[src/rtl/sdram_host_tester.sv]
// SDRAM controller self-test. It writes a pattern over 0..ADDR_LAST, reads the sweep back and compares each word, and slots refreshes in between operations.
// Optional macro SDRAM_TESTER_INVERT_PASS_EN adds a second write/read sweep that uses the inverted pattern.
module sdram_host_tester #(
    parameter logic [21:0] ADDR_LAST   = 22'h3FFFFF,
    parameter logic [15:0] SEED        = 16'hA5C3,
    parameter int          RFSH_CYCLES = 1000,
    parameter int          TIMEOUT     = 255
) (
    input  logic        clk,
    input  logic        reset,
    input  logic        start,
    output logic [21:0] sys_addr,
    output logic        sys_write_rq,
    output logic        sys_read_rq,
    output logic        sys_rfsh_rq,
    output logic [15:0] sys_data_in,
    input  logic [15:0] sys_data_out,
    input  logic        sys_busy,
    output logic        running,
    output logic        done,
    output logic        pass,
    output logic [21:0] err_addr,
    output logic [15:0] err_data,
    output logic [15:0] err_exp,
    output logic        timeout_err,
    output logic [3:0]  dbg_state_o
);

    localparam int RF_W  = (RFSH_CYCLES > 1) ? $clog2(RFSH_CYCLES) : 1;
    localparam int TMO_W = $clog2(TIMEOUT + 1);

    typedef enum logic [3:0] {
        S_IDLE, S_WR_REQ, S_WR_WAIT, S_RD_REQ, S_RD_WAIT,
        S_CHECK, S_RF_REQ, S_RF_WAIT, S_DONE
    } state_t;

    state_t       state_q, state_d;
    logic [21:0]  addr_q, addr_d;
    logic         phase_q, phase_d;      // 0: write sweep, 1: read sweep
    logic         inv_q, inv_d;          // inverted-pattern pass
    logic [15:0]  rdata_q, rdata_d;
    logic         running_q, running_d, done_q, done_d, pass_q, pass_d;
    logic         tmo_err_q, tmo_err_d;
    logic [21:0]  err_addr_q, err_addr_d;
    logic [15:0]  err_data_q, err_data_d, err_exp_q, err_exp_d;
    logic [TMO_W-1:0] tmo_q;
    logic [RF_W-1:0]  rf_cnt_q;
    logic         rf_pend_q;
    logic         start_acc, rf_clr, tmo_hit, last, wait_st;
    logic [15:0]  pat_raw, pat;

    assign pat_raw = addr_q[15:0] ^ {10'b0, addr_q[21:16]} ^ SEED;
    assign pat     = inv_q ? ~pat_raw : pat_raw;
    assign last    = (addr_q == ADDR_LAST);
    assign tmo_hit = (tmo_q == TMO_W'(TIMEOUT - 1));
    assign wait_st = state_q inside {S_WR_REQ, S_WR_WAIT, S_RD_REQ, S_RD_WAIT, S_RF_REQ, S_RF_WAIT};

    // Handshake: a request strobe stays high from *_REQ entry until sys_busy=1 is sampled,
    // drops the next cycle (*_WAIT), and the op completes in the first cycle sys_busy=0 is seen.
    assign sys_write_rq = (state_q == S_WR_REQ);
    assign sys_read_rq  = (state_q == S_RD_REQ);
    assign sys_rfsh_rq  = (state_q == S_RF_REQ);
    assign sys_addr     = addr_q;
    assign sys_data_in  = (state_q inside {S_WR_REQ, S_WR_WAIT}) ? pat : 16'h0000;
    assign running      = running_q;
    assign done         = done_q;
    assign pass         = pass_q;
    assign timeout_err  = tmo_err_q;
    assign err_addr     = err_addr_q;
    assign err_data     = err_data_q;
    assign err_exp      = err_exp_q;
    assign dbg_state_o  = state_q;

    always_comb begin
        state_d    = state_q;
        addr_d     = addr_q;
        phase_d    = phase_q;
        inv_d      = inv_q;
        rdata_d    = rdata_q;
        running_d  = running_q;
        done_d     = done_q;
        pass_d     = pass_q;
        tmo_err_d  = tmo_err_q;
        err_addr_d = err_addr_q;
        err_data_d = err_data_q;
        err_exp_d  = err_exp_q;
        start_acc  = 1'b0;
        rf_clr     = 1'b0;
        case (state_q)
            S_IDLE: if (start) begin
                start_acc  = 1'b1;
                state_d    = S_WR_REQ;
                addr_d     = '0;
                phase_d    = 1'b0;
                inv_d      = 1'b0;
                running_d  = 1'b1;
                done_d     = 1'b0;
                pass_d     = 1'b0;
                tmo_err_d  = 1'b0;
                err_addr_d = '0;
                err_data_d = '0;
                err_exp_d  = '0;
            end
            S_WR_REQ: if (sys_busy) state_d = S_WR_WAIT;
            S_WR_WAIT: if (!sys_busy) begin
                if (last) begin
                    addr_d  = '0;
                    phase_d = 1'b1;
                end else begin
                    addr_d = addr_q + 22'd1;
                end
                state_d = rf_pend_q ? S_RF_REQ : (last ? S_RD_REQ : S_WR_REQ);
            end
            S_RD_REQ: if (sys_busy) state_d = S_RD_WAIT;
            S_RD_WAIT: if (!sys_busy) begin
                rdata_d = sys_data_out;
                state_d = S_CHECK;
            end
            S_CHECK: begin
                if (rdata_q != pat) begin
                    err_addr_d = addr_q;
                    err_data_d = rdata_q;
                    err_exp_d  = pat;
                    pass_d     = 1'b0;
                    state_d    = S_DONE;
                end else if (last) begin
`ifdef SDRAM_TESTER_INVERT_PASS_EN
                    if (!inv_q) begin
                        inv_d   = 1'b1;
                        phase_d = 1'b0;
                        addr_d  = '0;
                        state_d = rf_pend_q ? S_RF_REQ : S_WR_REQ;
                    end else begin
                        pass_d  = 1'b1;
                        state_d = S_DONE;
                    end
`else
                    pass_d  = 1'b1;
                    state_d = S_DONE;
`endif
                end else begin
                    addr_d  = addr_q + 22'd1;
                    state_d = rf_pend_q ? S_RF_REQ : S_RD_REQ;
                end
            end
            S_RF_REQ: if (sys_busy) begin
                rf_clr  = 1'b1;
                state_d = S_RF_WAIT;
            end
            S_RF_WAIT: if (!sys_busy) state_d = phase_q ? S_RD_REQ : S_WR_REQ;
            S_DONE: state_d = S_IDLE;
            default: state_d = S_IDLE;
        endcase
        if (wait_st && state_d == state_q && tmo_hit) begin
            tmo_err_d = 1'b1;
            pass_d    = 1'b0;
            state_d   = S_DONE;
        end
        if (state_d == S_DONE && state_q != S_DONE) begin
            running_d = 1'b0;
            done_d    = 1'b1;
        end
    end

    always_ff @(posedge clk) begin
        if (reset) begin
            state_q    <= S_IDLE;
            addr_q     <= '0;
            phase_q    <= 1'b0;
            inv_q      <= 1'b0;
            rdata_q    <= '0;
            running_q  <= 1'b0;
            done_q     <= 1'b0;
            pass_q     <= 1'b0;
            tmo_err_q  <= 1'b0;
            err_addr_q <= '0;
            err_data_q <= '0;
            err_exp_q  <= '0;
        end else begin
            state_q    <= state_d;
            addr_q     <= addr_d;
            phase_q    <= phase_d;
            inv_q      <= inv_d;
            rdata_q    <= rdata_d;
            running_q  <= running_d;
            done_q     <= done_d;
            pass_q     <= pass_d;
            tmo_err_q  <= tmo_err_d;
            err_addr_q <= err_addr_d;
            err_data_q <= err_data_d;
            err_exp_q  <= err_exp_d;
        end
    end

    // Timeout counter restarts whenever the state changes.
    always_ff @(posedge clk) begin
        if (reset || state_d != state_q) tmo_q <= '0;
        else                             tmo_q <= tmo_q + 1'b1;
    end

    // A set in the same cycle as a clear wins, so a fresh expiry is never lost.
    always_ff @(posedge clk) begin
        if (reset || start_acc) begin
            rf_cnt_q  <= RF_W'(RFSH_CYCLES - 1);
            rf_pend_q <= 1'b0;
        end else begin
            if (rf_clr) rf_pend_q <= 1'b0;
            if (running_q) begin
                if (rf_cnt_q == '0) begin
                    rf_cnt_q  <= RF_W'(RFSH_CYCLES - 1);
                    rf_pend_q <= 1'b1;
                end else begin
                    rf_cnt_q <= rf_cnt_q - 1'b1;
                end
            end
        end
    end

endmodule

[config.mk]
export PLATFORM = sky130hd
export DESIGN_NAME = sdram_host_tester
export DESIGN_NICKNAME = d
export VERILOG_FILES = /design/src/rtl/sdram_host_tester.sv
export SDC_FILE = /design/constraint.sdc
export NUM_CORES = 1
export LEC_CHECK = 0
export ABC_CLOCK_PERIOD_IN_PS = 2600
export CAP_MARGIN = 20
export CORE_UTILIZATION = 47
export DETAILED_ROUTE_END_ITERATION = 8
export PLACE_DENSITY = 0.77
export SKIP_CTS_REPAIR_TIMING = 1
export SLEW_MARGIN = 20
export SYNTH_ARGS = -nofsm -noshare
export SYNTH_HDL_FRONTEND = slang
export SYNTH_SLANG_ARGS = --single-unit
export TNS_END_PERCENT = 30
[constraint.sdc]
create_clock -name clk -period 2.6 [get_ports clk]
set_input_delay 0.78 -clock clk [delete_from_list [all_inputs] [get_ports clk]]
set_output_delay 0.78 -clock clk [all_outputs]
set_load 0.02 [all_outputs]
# --- Yosys cells after proc, flatten, opt, wreduce, memory -nomap -nowiden ---
# Index checks and enable logic that the tools add are counted.
totals:
  reg_bits: 120
  output_inout_bits: 103
  word_cells: 113
op_classes:
  n_addsub: 3
  n_eq_ne: 21
  muxes: 46
  n_bitwise: 3
  n_reduce_logical: 26
ops:
  columns: ["cell", "count"]
  rows:
  - ["$mux W22", 6]
  - ["$pmux W22 S3", 1]
  - ["$mux W16", 4]
  - ["$pmux W16 S2", 2]
  - ["$pmux W22 S2", 1]
  - ["$mux W4", 10]
  - ["$pmux W4 S8", 1]
  - ["$add A22 B1 Y22 const B", 1]
  - ["$eq A22 B22 Y1 const B", 1]
  - ["$eq A4 B3 Y1 const B", 4]
  - ["$ne A16 B16 Y1", 1]
  - ["$xor A16 B6 Y16", 1]
  - ["$mux W1", 14]
  - ["$reduce_bool A2 Y1", 7]
  - ["$ne A2 B2 Y1 const B", 6]
  - ["$logic_not A10 Y1", 1]
  - ["$mux W10", 1]
  - ["$sub A10 B1 Y10 const B", 1]
  - ["$add A8 B1 Y8 const B", 1]
  - ["$eq A4 B2 Y1 const B", 2]
  - ["$eq A8 B8 Y1 const B", 1]
  - ["$not A8 Y8", 1]
  - ["$reduce_and A2 Y1", 4]
  - ["$mux W3", 2]
  - ["other kinds (18)", 25]

# --- Logic depth before layout (Yosys ltp) ---
logic_depth:
  word_depth: 13
  depth_mapped: 10

# --- Worst setup path after synthesis ---
# OpenSTA, ideal clock, no wires.
synth_path:
  path_type: "register to output"
  from: "register state_q[1], in the netlist dbg_state_o[1]"
  to: "output sys_data_in[10]"
  t_arrival_ps: 1770
  required_ps: 1820
  path_slack_ps: 50
  stages_incl_launch_ff: 7
  n_path_buf: 3
  path_cell_list: "dfxtp_1 > buf_4 > clkbuf_1 > xor2_1 > nand2_1 > clkbuf_1 > nor2_1"
synth_via:
  elab_chain_len: 3
  elab_cells_between_ends: 4
  classes_between: "2 x eq/ne; 1 x mux; 1 x reduce/logical"
synth_rtl:
  columns: ["item", "line", "source"]
  rows:
  - ["from (decl)", "37", "state_t state_q, state_d;"]
  - ["from (signal assigned)", "180", "state_q <= state_d;"]
  - ["$eq A4 B1 Y1 or $eq A4 B2 Y1 (tied branches)", "64", "assign sys_data_in = (state_q inside {S_WR_REQ, S_WR_WAIT}) ? pat : 16'h0000;"]
  - ["$reduce_bool A2 Y1 *", "64", null]
  - ["$mux W16 *", "64", null]
  - ["to (decl)", "16", "output logic [15:0] sys_data_in,"]
# Every way passes the cells marked *; elsewhere a longest branch is shown, timed or not.

# --- Worst setup path after layout ---
layout_path:
  from: "input sys_busy"
  to: "register pass_q, in the netlist pass"
layout_via:
  elab_chain_len: 6
  elab_cells_between_ends: 11
  classes_between: "1 x eq/ne; 7 x mux; 3 x reduce/logical"
layout_rtl:
  columns: ["item", "line", "source"]
  rows:
  - ["from (decl)", "18", "input logic sys_busy,"]
  - ["$mux W4, or another cell as far along", "150", "S_RF_WAIT: if (!sys_busy) state_d = phase_q ? S_RD_REQ : S_WR_REQ;"]
  - ["$pmux W4 S8 *", "89", "case (state_q)"]
  - ["$eq A4 B4 Y1 *", "154", "if (wait_st && state_d == state_q && tmo_hit) begin"]
  - ["$logic_and A1 B1 Y1 * (2 in series)", "154", null]
  - ["$reduce_or A2 Y1 (no line) *", null, null]
  - ["to (signal assigned)", "187", "pass_q <= pass_d;"]
  - ["to (decl)", "42", "logic running_q, running_d, done_q, done_d, pass_q, pass_d;"]
# Marks and branches as above.
# A chain may end at the register's enable or synchronous reset.

==> flow_summary.ini <==
[synthesis]
muxShareOfSynthArea_pct = 3.76
avgSynthCellArea_sq_um = 8.22
synth_top_area_share_pct = 39.7
synth-edff-count = 0
synth_top_area_cell = dfxtp_1
synth_top_family_by_area = simple AND/OR/NAND/NOR gates
synth-main-ff-cell = dfxtp_1
synth_xor_area_share_pct = 7.05
async_flop_share_pct = 0
ys_seq_area_share_pct = 39.7
ys_types = 65
synthAdderAreaFrac_pct = 0.855
ys_warn_count = 0
synth-simple-area-share_pct = 24.0
ys_seq_elements = 116
synth_cells = 712
yosys.cell_count.top_type = dfxtp_1
synth_fp_nets = 736
synth_area_leaders = dfxtp_1 (40%), a21oi_1 (6.2%), nand3_1 (5.6%), o211ai_1 (5.4%), nor2_1 (3.9%)
synth_commonest_cells = dfxtp_1 (116), a21oi_1 (73), nand3_1 (65), nor2_1 (61), nand2_1 (44)
syn_area_sq_um = 5850
synth_compound_area_share_pct = 18.0

[power]
clkPwrFrac_pct = 49.7
max-vdd-ir-drop_uv = 480
internal_power_mw = 3.40
switchingPower_mw = 1.09
swShare_pct = 24.2
powerDensity_nw_per_um2 = 550
leakagePower_nw = 3.05
p_seq_share_pct = 40.5
power_mw = 4.48
pwr-share-comb_pct = 9.8

[clocking]
clock_latency_ns = 0.42
clockBufferDepth = 2
numCtsBuffers = 17
cts_tree = done
cts.htree.levels = 4
cts.clk_slew.worst_paths_ns = 0.05
clock_sinks = 116
root_buffer = clkbuf_16

[sta]
fin_crit_ns = 2.62
min_period_over_period_pct = 101
maxClockFrequency_ghz = 0.381
worst_pin_slew_ns = 0.726
hold_violations = 0
slew_viol_final = 0
setup_ws_ns = -0.0233
relSlewSlack_pct = 51.6
rsz0062_at_grt = yes
skew_ns = 0.0111
setup_viol = 2

[critical_path]
reg2reg_depth = 7
slowest_delay_ns = 0.60
ff2ff_setup_slack_ns = 0.06
cp-end-kind = flop
crit_chain = clkdlybuf4s50_1 > or2_2 > buf_4 > nand2_1 > or4b_2 > o211a_1 > and3b_2 > a2111oi_1
crit-reg2reg-launch = sys_addr[9]
worst-path-max-fanout = 5
worst_r2r_endpoint = tmo_q[4]
worst_path_max_delay_cell = or4b_2
criticalPathCategory = input port to flop
required_ns = 2.91
startpoint_type = input port
arrival_ns = 2.93

[run_status]
violations = setup timing
outcome = complete, but fails checks

[floorplan]
num_rows = 40
die_x_um = 114
io_pins = 123
start_util_pct = 48.5
core_sq_um = 12100
die_h_um = 114
die_area_sq_um = 12900

[place]
gp_congestion = 0.895
place_hpwl_mm = 12.9
io_buffer_count = 122
dp.cells = 992

[hold_path]
min_path_type = flop to flop
hold_path_end = err_data[12]
hold_depth = 2
hold_start = err_data[12]

[global_route]
grt_pass1_wl_mm = 29.6
grt_max_degree = 53
grt_pass1_vias = 5841
grt_antenna_before_repair = 0
grt_usage_pct = 29.3
overflow = 0

[detailed_routing]
drt_pre_antenna_iters = 5
met2WireLength_mm = 8.73
dr_wl_met3_mm = 1.44
vias = 5992
drc = 0
viasPerCell = 5.85
drtAntennaViolNets = 0
wl_per_cell_um = 18.1
drt-met1-wl_mm = 7.70
routed.top_layer = met4
drt_iter0_markers = 462
drt-total-wl_mm = 18.5

[flow_run]
maxCapViolations = 0

[cells_and_area]
syn2layout_area_growth_pct = 39.1
finalNetCount = 867
final_cells = 1024
drive_gt1_share_pct = 15.4
diodes = 0
==> how the worst max path moves through the flow <==
stage,slack (ns),to,startpoint
2_1_floorplan,0.05,sys_data_in[10],dbg_state_o[1]
6_report,-0.02,pass,sys_busy
3_3_place_gp,-0.52,sys_addr[8],start
3_5_place_dp,-0.54,sys_addr[9],start
5_1_grt,-0.08,pass,sys_busy
4_1_cts,-0.35,sys_data_in[15],dbg_state_o[0]
==> placed cells by master, fill, tap and decap left out, types with 3 or more instances in the layout <==
master,netlist,final
clkbuf_16,0,17
o21ai_0,34,34
a21oi_1,73,72
dfxtp_1,116,114
and2_1,3,3
clkinv_2,0,5
buf_12,0,5
nor3_1,19,18
xnor3_1,3,3
clkdlybuf4s50_1,0,102
nand2_1,44,43
ha_1,4,4
nor4_1,6,6
nor2_1,61,61
inv_1,15,15
mux2i_1,22,22
nand4_1,8,8
xor2_1,15,15
or4_1,3,3
or2_2,4,4
nor4_4,1,3
or3_1,16,16
nor2_2,8,8
dlymetal6s2s_1,0,18
clkinvlp_4,0,3
o211ai_1,42,42
clkbuf_1,40,4
nand2b_1,12,12
xnor2_1,17,17
nand3_1,65,64
buf_4,6,56
==> routing by layer <==
layer,GRT usage [%],vias to the layer above
met4,14.6,0
met3,6.16,54
met2,46.6,306
met5,0,-
li1,-,2788
met1,37.8,2844
==> per-stage QoR <==
| stage | util (%) | setup TNS (ns) | setup WS, ns | area (sq um) | hold WS, ns |
|---|---|---|---|---|---|
| after floorplan | - | 0 | 0.0501 | 5850 | 0.446 |
| after global placement | 62.1 | -12.95 | -0.517 | 7490 | 0.452 |
| after detailed placement | 62.1 | -14.46 | -0.537 | 7490 | 0.457 |
| after CTS | 66.8 | -5.63 | -0.354 | 8060 | 0.465 |
| after global routing | 67.5 | -0.492 | -0.0775 | 8140 | 0.488 |
| final | 67.5 | -0.0272 | -0.0233 | 8140 | 0.462 |
==> logic make-up (layout without fill, tap and decap cells) <==
group                      count (synthesis)  count (layout)
AOI/OAI and AO/OA                        173             173
xor gates and xnor gates                  38              38
adders and majority gates                  4               4
buffers and inverters                     87             231
DFF                                      116             116
muxes                                     22              22
and+or+nand+nor                          272             272
==> power by group through the flow <==
stage | Combinational, mW | Sequential (mW) | Clock [mW]
global route | 0.470 | 1.82 | 2.33
CTS | 0.429 | 1.81 | 2.24
detailed placement | 0.426 | 1.85 | 0
floorplan | 0.235 | 1.85 | 0
global placement | 0.418 | 1.85 | 0
finish | 0.440 | 1.82 | 2.23
==> state kept, by name, indices dropped and copies added (netlist names) <==
register / flops
dbg_state_o: 4
done: 1
err_addr: 22
err_data: 16
err_exp: 12
pass: 1
phase_q: 1
rdata_q: 16
rf_cnt_q: 10
rf_pend_q: 1
running: 1
sys_addr: 22
timeout_err: 1
tmo_q: 8
==> area by class of cell <==
cell class                      instances  area, sq um
Clock inverter                         10          108
Timing Repair Buffer                  184         1790
Inverter                               15         56.3
Tap cell                              168          210
Sequential cell                       116         2320
Fill cell                             975         3920
Multi-Input combinational cell        509         3200
Clock buffer                           22          454
==> critical path, delay by kind of cell <==
family          cells  cell delay (ns)
simple gates        4             1.05
compound gates      2             0.50
buf+inv             2             0.59
No activity file was read; power rests on OpenSTA's default activity.
